--- config.mk ---
export PLATFORM = sky130hd
export DESIGN_NAME = run_ctrl
export DESIGN_NICKNAME = d
export VERILOG_FILES = /design/src/rtl/run_ctrl.sv
export SDC_FILE = /design/constraint.sdc
export NUM_CORES = 1
export LEC_CHECK = 0
export ABC_CLOCK_PERIOD_IN_PS = 2600
export CAP_MARGIN = 0
export CORE_MARGIN = 2
export CORE_UTILIZATION = 48
export CTS_BUF_LIST = sky130_fd_sc_hd__clkbuf_4
export DETAILED_ROUTE_END_ITERATION = 10
export GPL_ROUTABILITY_DRIVEN = 0
export PLACE_DENSITY = 0.75
export SETUP_SLACK_MARGIN = 0.4
export SLEW_MARGIN = 20
export SYNTH_ARGS = -nofsm -noshare
export SYNTH_HDL_FRONTEND = slang
export SYNTH_SLANG_ARGS = --single-unit
--- constraint.sdc ---
create_clock -name clk -period 2.6 [get_ports clk]
set_input_delay 0.26 -clock clk [delete_from_list [all_inputs] [get_ports clk]]
set_output_delay 0.26 -clock clk [all_outputs]
set_load 0.01 [all_outputs]
--- src/rtl/run_ctrl.sv ---
// Test-run sequencer: preloads CPU operands, releases CPU reset,
// waits for done or timeout, reads results back and reports pass/fail.
module run_ctrl #(
    parameter  int DW       = 8,
    parameter  int AW       = 8,
    parameter  int NOPS     = 2,
    parameter  int NRES     = 1,
    parameter  int OP_BASE  = 3,
    parameter  int RES_BASE = 5,
    parameter  int RST_CYC  = 2,
    parameter  int TIMEOUT  = 2000,
    localparam int CW       = $clog2(TIMEOUT + 1)
) (
    input  logic               clk,
    input  logic               reset,
    input  logic               start,
    input  logic [NOPS*DW-1:0] ops_in,
    input  logic [NRES*DW-1:0] exp_in,
    output logic               cpu_reset,
    input  logic               cpu_done,
    output logic               mem_we,
    output logic [AW-1:0]      mem_addr,
    output logic [DW-1:0]      mem_wdata,
    input  logic [DW-1:0]      mem_rdata,
    output logic               busy,
    output logic               finished,
    output logic               pass,
    output logic               timed_out,
    output logic [NRES*DW-1:0] results,
    output logic [CW-1:0]      cycles
);

    localparam int NW = 16;

    typedef enum logic [2:0] {
        IDLE, LOAD, HOLD, RUN, READ, REPORT
    } state_t;

    state_t             state, state_n;
    logic [NW-1:0]      cnt, cnt_n;
    logic [NOPS*DW-1:0] ops_q;
    logic [NRES*DW-1:0] exp_q;
    logic [NRES*DW-1:0] res_n;
    logic [CW-1:0]      cyc_inc;
    logic               run_to;
    logic               read_last;

    // State register and per-state cycle counter
    always_ff @(posedge clk) begin
        if (reset) begin
            state <= IDLE;
            cnt   <= '0;
        end else begin
            state <= state_n;
            cnt   <= cnt_n;
        end
    end

    // Next-state, memory port drive and result merge
    always_comb begin
        state_n   = state;
        mem_addr  = '0;
        mem_wdata = '0;
        res_n     = results;
        run_to    = 1'b0;
        read_last = 1'b0;
        cyc_inc   = (cycles == CW'(TIMEOUT)) ? cycles : cycles + CW'(1);
        case (state)
            IDLE: begin
                if (start) state_n = LOAD;
            end
            LOAD: begin
                mem_addr  = AW'(OP_BASE) + AW'(cnt);
                mem_wdata = ops_q[cnt*DW +: DW];
                if (cnt == NW'(NOPS - 1)) state_n = HOLD;
            end
            HOLD: begin
                if (cnt == NW'(RST_CYC - 1)) state_n = RUN;
            end
            RUN: begin
                if (cpu_done) begin
                    state_n = READ;
                end else if (cyc_inc == CW'(TIMEOUT)) begin
                    run_to  = 1'b1;
                    state_n = REPORT;
                end
            end
            READ: begin
                mem_addr              = AW'(RES_BASE) + AW'(cnt);
                res_n[cnt*DW +: DW]   = mem_rdata;
                if (cnt == NW'(NRES - 1)) begin
                    read_last = 1'b1;
                    state_n   = REPORT;
                end
            end
            REPORT: begin
                state_n = IDLE;
            end
            default: state_n = IDLE;
        endcase
        cnt_n = (state_n == state) ? cnt + NW'(1) : '0;
    end

    // Run datapath: latched stimulus, cycle count, results and verdict
    always_ff @(posedge clk) begin
        if (reset) begin
            ops_q     <= '0;
            exp_q     <= '0;
            results   <= '0;
            cycles    <= '0;
            timed_out <= 1'b0;
            pass      <= 1'b0;
        end else begin
            if (state == IDLE && start) begin
                ops_q     <= ops_in;
                exp_q     <= exp_in;
                results   <= '0;
                cycles    <= '0;
                timed_out <= 1'b0;
                pass      <= 1'b0;
            end
            if (state == RUN) begin
                cycles <= cyc_inc;
                if (run_to) begin
                    timed_out <= 1'b1;
                    pass      <= 1'b0;
                end
            end
            if (state == READ) begin
                results <= res_n;
                if (read_last) pass <= (res_n == exp_q);
            end
        end
    end

    assign cpu_reset = (state != RUN) || reset;
    assign mem_we    = (state == LOAD) && !reset;
    assign busy      = (state != IDLE) && !reset;
    assign finished  = (state == REPORT) && !reset;

endmodule

* Word-level counts from Yosys, hierarchy flattened
Index checks and enable logic that the tools add are counted.
** Word-level totals
- Register bits after elaboration :: 64
- Input port bits :: 36
- RAM bits :: 0
- Latch bits :: 0
- Memories kept :: 0
- Output and inout port bits :: 41
- Logic and storage cells :: 69
- ROM bits :: 0
** Operators by class
- Add/sub/neg operators :: 5
- Shift operators :: 3
- Bitwise logic cells :: 1
- Reduce and logical (&&, ||, !) cells :: 12
- $lt $le $gt $ge :: 0
- Div/mod/pow operators :: 0
- Multiply operators :: 0
- Muxes and demuxes :: 29
- Eq/ne operators :: 11
** Operators with widths (number)
- $neg 19->34 :: 1
- $shift 8x34->8 const A :: 1
- $shiftx 8x34->8 :: 1
- $mux 11 :: 3
- $mux 8 :: 4
- $eq 11x11->1 const B :: 2
- $shiftx 16x20->8 :: 1
- $mux 3 :: 6
- $add 16x1->16 const B :: 1
- $eq 16x1->1 const B :: 1
- $logic_not 16->1 :: 1
- $pmux 8 s2 :: 1
- $pmux 3 s5 :: 1
- $mux 1 :: 13
- $add 11x1->11 const B :: 1
- $add 2x8->8 const A :: 1
- $add 3x8->8 const A :: 1
- $bwmux 8 :: 1
- $eq 8x8->1 :: 1
- $eq 3x2->1 const B :: 2
- $eq 3x3->1 const B :: 2
- $logic_and 1x1->1 :: 4
- $reduce_bool 2->1 :: 2
- $eq 3x1->1 const B :: 1
- other kinds (8) :: 8

* Longest topological paths before layout
Gate-level depths: netlist of the first run.
- Depth after elaboration :: 10
- Depth in mapped cells :: 10
- Depth with buffers taken out :: 8

* Least setup slack after synthesis of the first run
No wires, ideal clock.
- Kind :: register to register
- Start point :: register cnt[0]
- End point :: register pass
- Library setup time :: 0.120 ns
- Buffers on the path :: 2
- Arrival :: 2.595 ns
- Data required time :: 2.480 ns
- Clock period less this slack :: 2.715 ns
- Setup slack :: -0.115 ns
- Cell stages (with the launch flop) :: 10
- Cells stage by stage :: dfxtp_1 > clkbuf_1 > inv_1 > ha_1 > nor4b_4 > and3_1 > buf_4 > mux2_2 > o211ai_1 > o21bai_1
** On the way
- Longest elaborated chain between the ends :: 7
- Elaborated cells between the ends (all ways) :: 11
- Classes of those cells :: add/sub (1); eq/ne (1); shift (2); mux (6); reduce/logical (1)
** RTL lines
- start: declaration :: line 40 : logic [NW-1:0] cnt, cnt_n;
- start signal: assignment :: line 55 : cnt <= cnt_n;
- $neg 19->34 :: line 90 : res_n[cnt*DW +: DW] = mem_rdata;
- $shiftx 8x34->8 / $shift 8x34->8 (equally long branches) :: line 90
- $bwmux 8 :: line 90
- $mux 8 :: line 68 : case (state)
- $eq 8x8->1 :: line 131 : if (read_last) pass <= (res_n == exp_q);
- $mux 1 (*) :: line 131
- $mux 1 (*) :: line 129 : if (state == READ) begin
- end signal: assignment :: line 131
- end: declaration :: line 27 : output logic pass,
Every way passes the cells marked *; elsewhere a longest branch is shown, timed or not.
A chain may end at the register's enable or synchronous reset.

* Final worst setup path of the first run
- Start point :: register cycles[0]
- End point :: register cnt[0]
** On the way
- Longest elaborated chain between the ends :: 9
- Elaborated cells between the ends (all ways) :: 10
- Classes of those cells :: add/sub (1); eq/ne (3); mux (4); bitwise (1); reduce/logical (1)
** RTL lines
- start: declaration :: line 30 : output logic [CW-1:0] cycles
- start signal: assignment :: line 123 : cycles <= cyc_inc;
- $add 11x1->11 / $eq 11x11->1 (equally long branches) :: line 67 : cyc_inc = (cycles == CW'(TIMEOUT)) ? cycles : cycles + CW'(1);
- $mux 11 (*) :: line 67
- $eq 11x11->1 (*) :: line 83 : end else if (cyc_inc == CW'(TIMEOUT)) begin
- $mux 3 (*) :: line 83
- $mux 3 (*) :: line 81 : if (cpu_done) begin
- $pmux 3 s5 (*) :: line 68
- $eq 3x3->1 (*) :: line 101 : cnt_n = (state_n == state) ? cnt + NW'(1) : '0;
- $not 1->1 (no line) (*)
- $reduce_or 2->1 (no line) (*)
Marked as above.

==> results.py, run 1 <==
metrics = {
    "outcome": {
        "status": "finished clean",
    },
    "synth": {
        "muxShareOfSynthArea_pct": 3.38,
        "synth_area_leaders": "dfxtp_1 (35%), nand2_1 (7.1%), a21oi_1 (6.2%)",
        "syn-num-nets": 507,
        "syn_area_per_cell_sq_um": 7.83,
        "yosys_warnings": 0,
        "synth_xor_area_share_pct": 5.80,
        "yosysSeqAreaShare_pct": 35.4,
        "synth_area_sq_um": 3620,
        "synth_simple_gate_area_share_pct": 29.1,
        "synth_cell_types": 66,
        "postSynth.asyncResetShare_pct": 0,
        "synth_seq_cells": 64,
        "ys_top_cells_by_count": "nand2_1 (69), dfxtp_1 (64), nor2_1 (60)",
        "netlist_instances": 463,
        "synth_top_area_cell": "dfxtp_1",
        "synthAdderAreaFrac_pct": 2.97,
        "synth_top_family_by_area": "simple AND/OR/NAND/NOR gates",
        "synth_compound_area_share_pct": 17.9,
        "synth-main-ff-cell": "dfxtp_1",
        "synthMostInstantiatedCell": "nand2_1",
        "synth_top_area_share_pct": 35.4,
        "synth_edf_count": 0,
    },
    "global_routing": {
        "grt_usage_pct": 25.6,
        "antenna_found_initial": 0,
        "grt_pass1_vias": 3616,
        "grt_pass1_wl_um": 17300,
        "grt-ovfl-total": 0,
        "grt_max_degree": 33,
    },
    "critical_path": {
        "worst-path-max-fanout": 8,
        "cp.arrival_ns": 2.65,
        "required_ns": 2.91,
        "cp_num_buf_inv": 2,
        "critPathKind": "flop to flop",
        "cpPeakStageDelay_ns": 0.46,
        "cp-end-kind": "flop",
        "cp_cell_sequence": "inv_4 > ha_4 > or4b_4 > nor3_4 > nand3_2 > a2111oi_4 > buf_6 > o32a_4 > nor2_1",
        "slowest_stage": "or4b_4",
        "critPathTopFamily": "simple AND/OR/NAND/NOR gates",
        "worstSetupStartpointType": "flop",
    },
    "drt": {
        "routed_via_density": 5.66,
        "routedWlPerCell_um": 15.8,
        "ant_nets": 0,
        "vias": 3748,
        "drc": 0,
        "drtIter0Drc": 327,
        "firstDrtPassIters": 7,
        "drt_wl_total_um": 10500,
    },
    "layout": {
        "drive_above_1_share_pct": 24.3,
        "synthToLayoutAreaGrowth_pct": 38.5,
        "nets": 602,
        "multi_input_area_sq_um": 2400,
        "fillers": 608,
        "fin_util_pct": 68.8,
        "seq_area_sq_um": 1300,
        "diodes": 0,
    },
    "cts": {
        "clk_latency_ns": 0.41,
        "cts_hold_buffers": 0,
        "clock-root-buffer": "clkbuf_4",
        "cts_sinks": 64,
        "cts_buffer_depth": 2,
        "cts_made_buffers": 9,
        "clkTransAtPathRegs_ns": 0.12,
        "cts_tree": "yes",
        "h-tree-depth": 3,
    },
    "pwr": {
        "leakage_nw": 1.81,
        "p_per_area_nw_per_um2": 549,
        "ir_worst_vdd_mv": 0.314,
    },
    "flow_run": {
        "cap_violations": 0,
    },
    "sta": {
        "period_share_pct": 90.1,
        "max-slew-margin-rel_pct": 64.3,
        "skew_ns": 0.0174,
        "worst_pin_slew_ns": 0.534,
        "fmaxAchievable_mhz": 427,
        "fin_tns_setup_ns": 0,
        "rsz0062_at_grt": "yes",
        "period_needed_ns": 2.34,
        "hold_viol": 0,
        "maxSlewViolCount": 0,
        "setup_violations": 0,
    },
    "floorplan": {
        "fp.dieW_um": 90.9,
        "initial_utilization_pct": 49.7,
        "rows": 31,
        "die_h_um": 90.9,
        "core-area_sq_um": 7290,
        "fp.dieArea_sq_um": 8260,
        "num_io_pins": 77,
    },
    "hold_path": {
        "hold_class": "input port to flop",
    },
    "placed_design": {
        "io_buffers": 76,
        "dp_hpwl_um": 6750,
    },
}
==> worst register-to-register path: stages (launching register included) <==
cell and delay (ns):
dfxtp_4 0.39, inv_4 0.06, ha_4 0.11, or4b_4 0.46, nor3_4 0.21, nand3_2 0.15
a2111oi_4 0.34, buf_6 0.20, o32a_4 0.25, nor2_1 0.06
==> per-stage QoR <==
step / cell area [sq um] / worst slack [ns] / instances / power [mW] / hold WS (ns)
after floorplan: 3670 / 0.344 / 463 / 1.62 / 0.396
after global placement: 4500 / 0.203 / 623 / 1.83 / 0.442
after detailed placement: 4500 / 0.114 / 623 / 1.85 / 0.448
after CTS: 4880 / 0.225 / 657 / 2.65 / 0.295
after global routing: 5020 / 0.152 / 662 / 2.90 / 0.312
final: 5020 / 0.259 / 662 / 2.75 / 0.303
==> final timing paths <==
check                                       startpoint                     end  slack [ns]  cells after the start
worst max-delay path            cycles[0]$_SDFFE_PP0P_       cnt[0]$_SDFF_PP0_        0.26                      9
worst min-delay path                             reset  cycles[3]$_SDFFE_PP0P_        0.30                      2
worst max register to register  cycles[0]$_SDFFE_PP0P_       cnt[0]$_SDFF_PP0_        0.26                      9
worst min register to register  ops_q[10]$_SDFFE_PP0P_  ops_q[10]$_SDFFE_PP0P_        0.47                      2
==> cell type report <==
cell class	instances	area share, %
tap	99	2.47
timing repair buffer	112	19.5
multi-input combinational	353	47.8
clock buffer	11	1.65
inverter	18	1.50
clock inverter	5	1.12
sequential	64	26.0
==> registers in the layout, indices dropped and copies added (netlist names) <==
name / cells
cycles: 11
pass: 1
exp_q: 8
cnt: 16
timed_out: 1
state: 3
ops_q: 16
results: 8
==> cells by family (layout without fill, tap and decap cells) <==
group | after synthesis | after routing
buffers and inverters | 47 | 146
AND/OR/NAND/NOR | 210 | 210
flip-flops | 64 | 64
AO/OA/AOI/OAI | 98 | 99
adder cells (fa/ha/maj) | 8 | 8
XOR/XNOR | 24 | 24
multiplexers | 12 | 12
==> routing by layer <==
layer	global-route usage [%]	vias up	wire [um]
met5	0	-	0
met3	6.18	20	622
met4	8.59	0	180
li1	-	1827	-
met2	42.1	145	5100
met1	32.8	1756	4580
==> layout by cell type, fill, tap and decap left out, types with 14 or more instances in the layout <==
cell / instances
clkdlybuf4s50_1: 58
dfxtp_1: 55
nor2_1: 45
a21oi_1: 41
xor2_1: 14
buf_2: 14
nand3_1: 17
inv_1: 14
buf_4: 30
nand2_1: 68
==> where the power goes <==
group | total (mW) | leakage, nW | switching (mW) | internal (mW)
combinational | 0.954 | 1.21 | 0.499 | 0.455
clock | 0.696 | 0.0750 | 0.381 | 0.314
sequential | 1.10 | 0.525 | 0.0607 | 1.04
total | 2.75 | 1.81 | 0.941 | 1.81
==> repair_timing <==
item,CTS,global route
resized for setup,97,36
setup buffers,17,5
setup endpoints to repair,37,42
pin swaps,28,16
cloned,1,0
Note: power is estimated with default switching activity, not from simulation.
==> run 2, diff against run 1 <==
Settings changed: SLEW_MARGIN 20 to not set.
==> results of run 2 <==
Same layout as run 1: the final DEF is identical, and so are final timing and power.
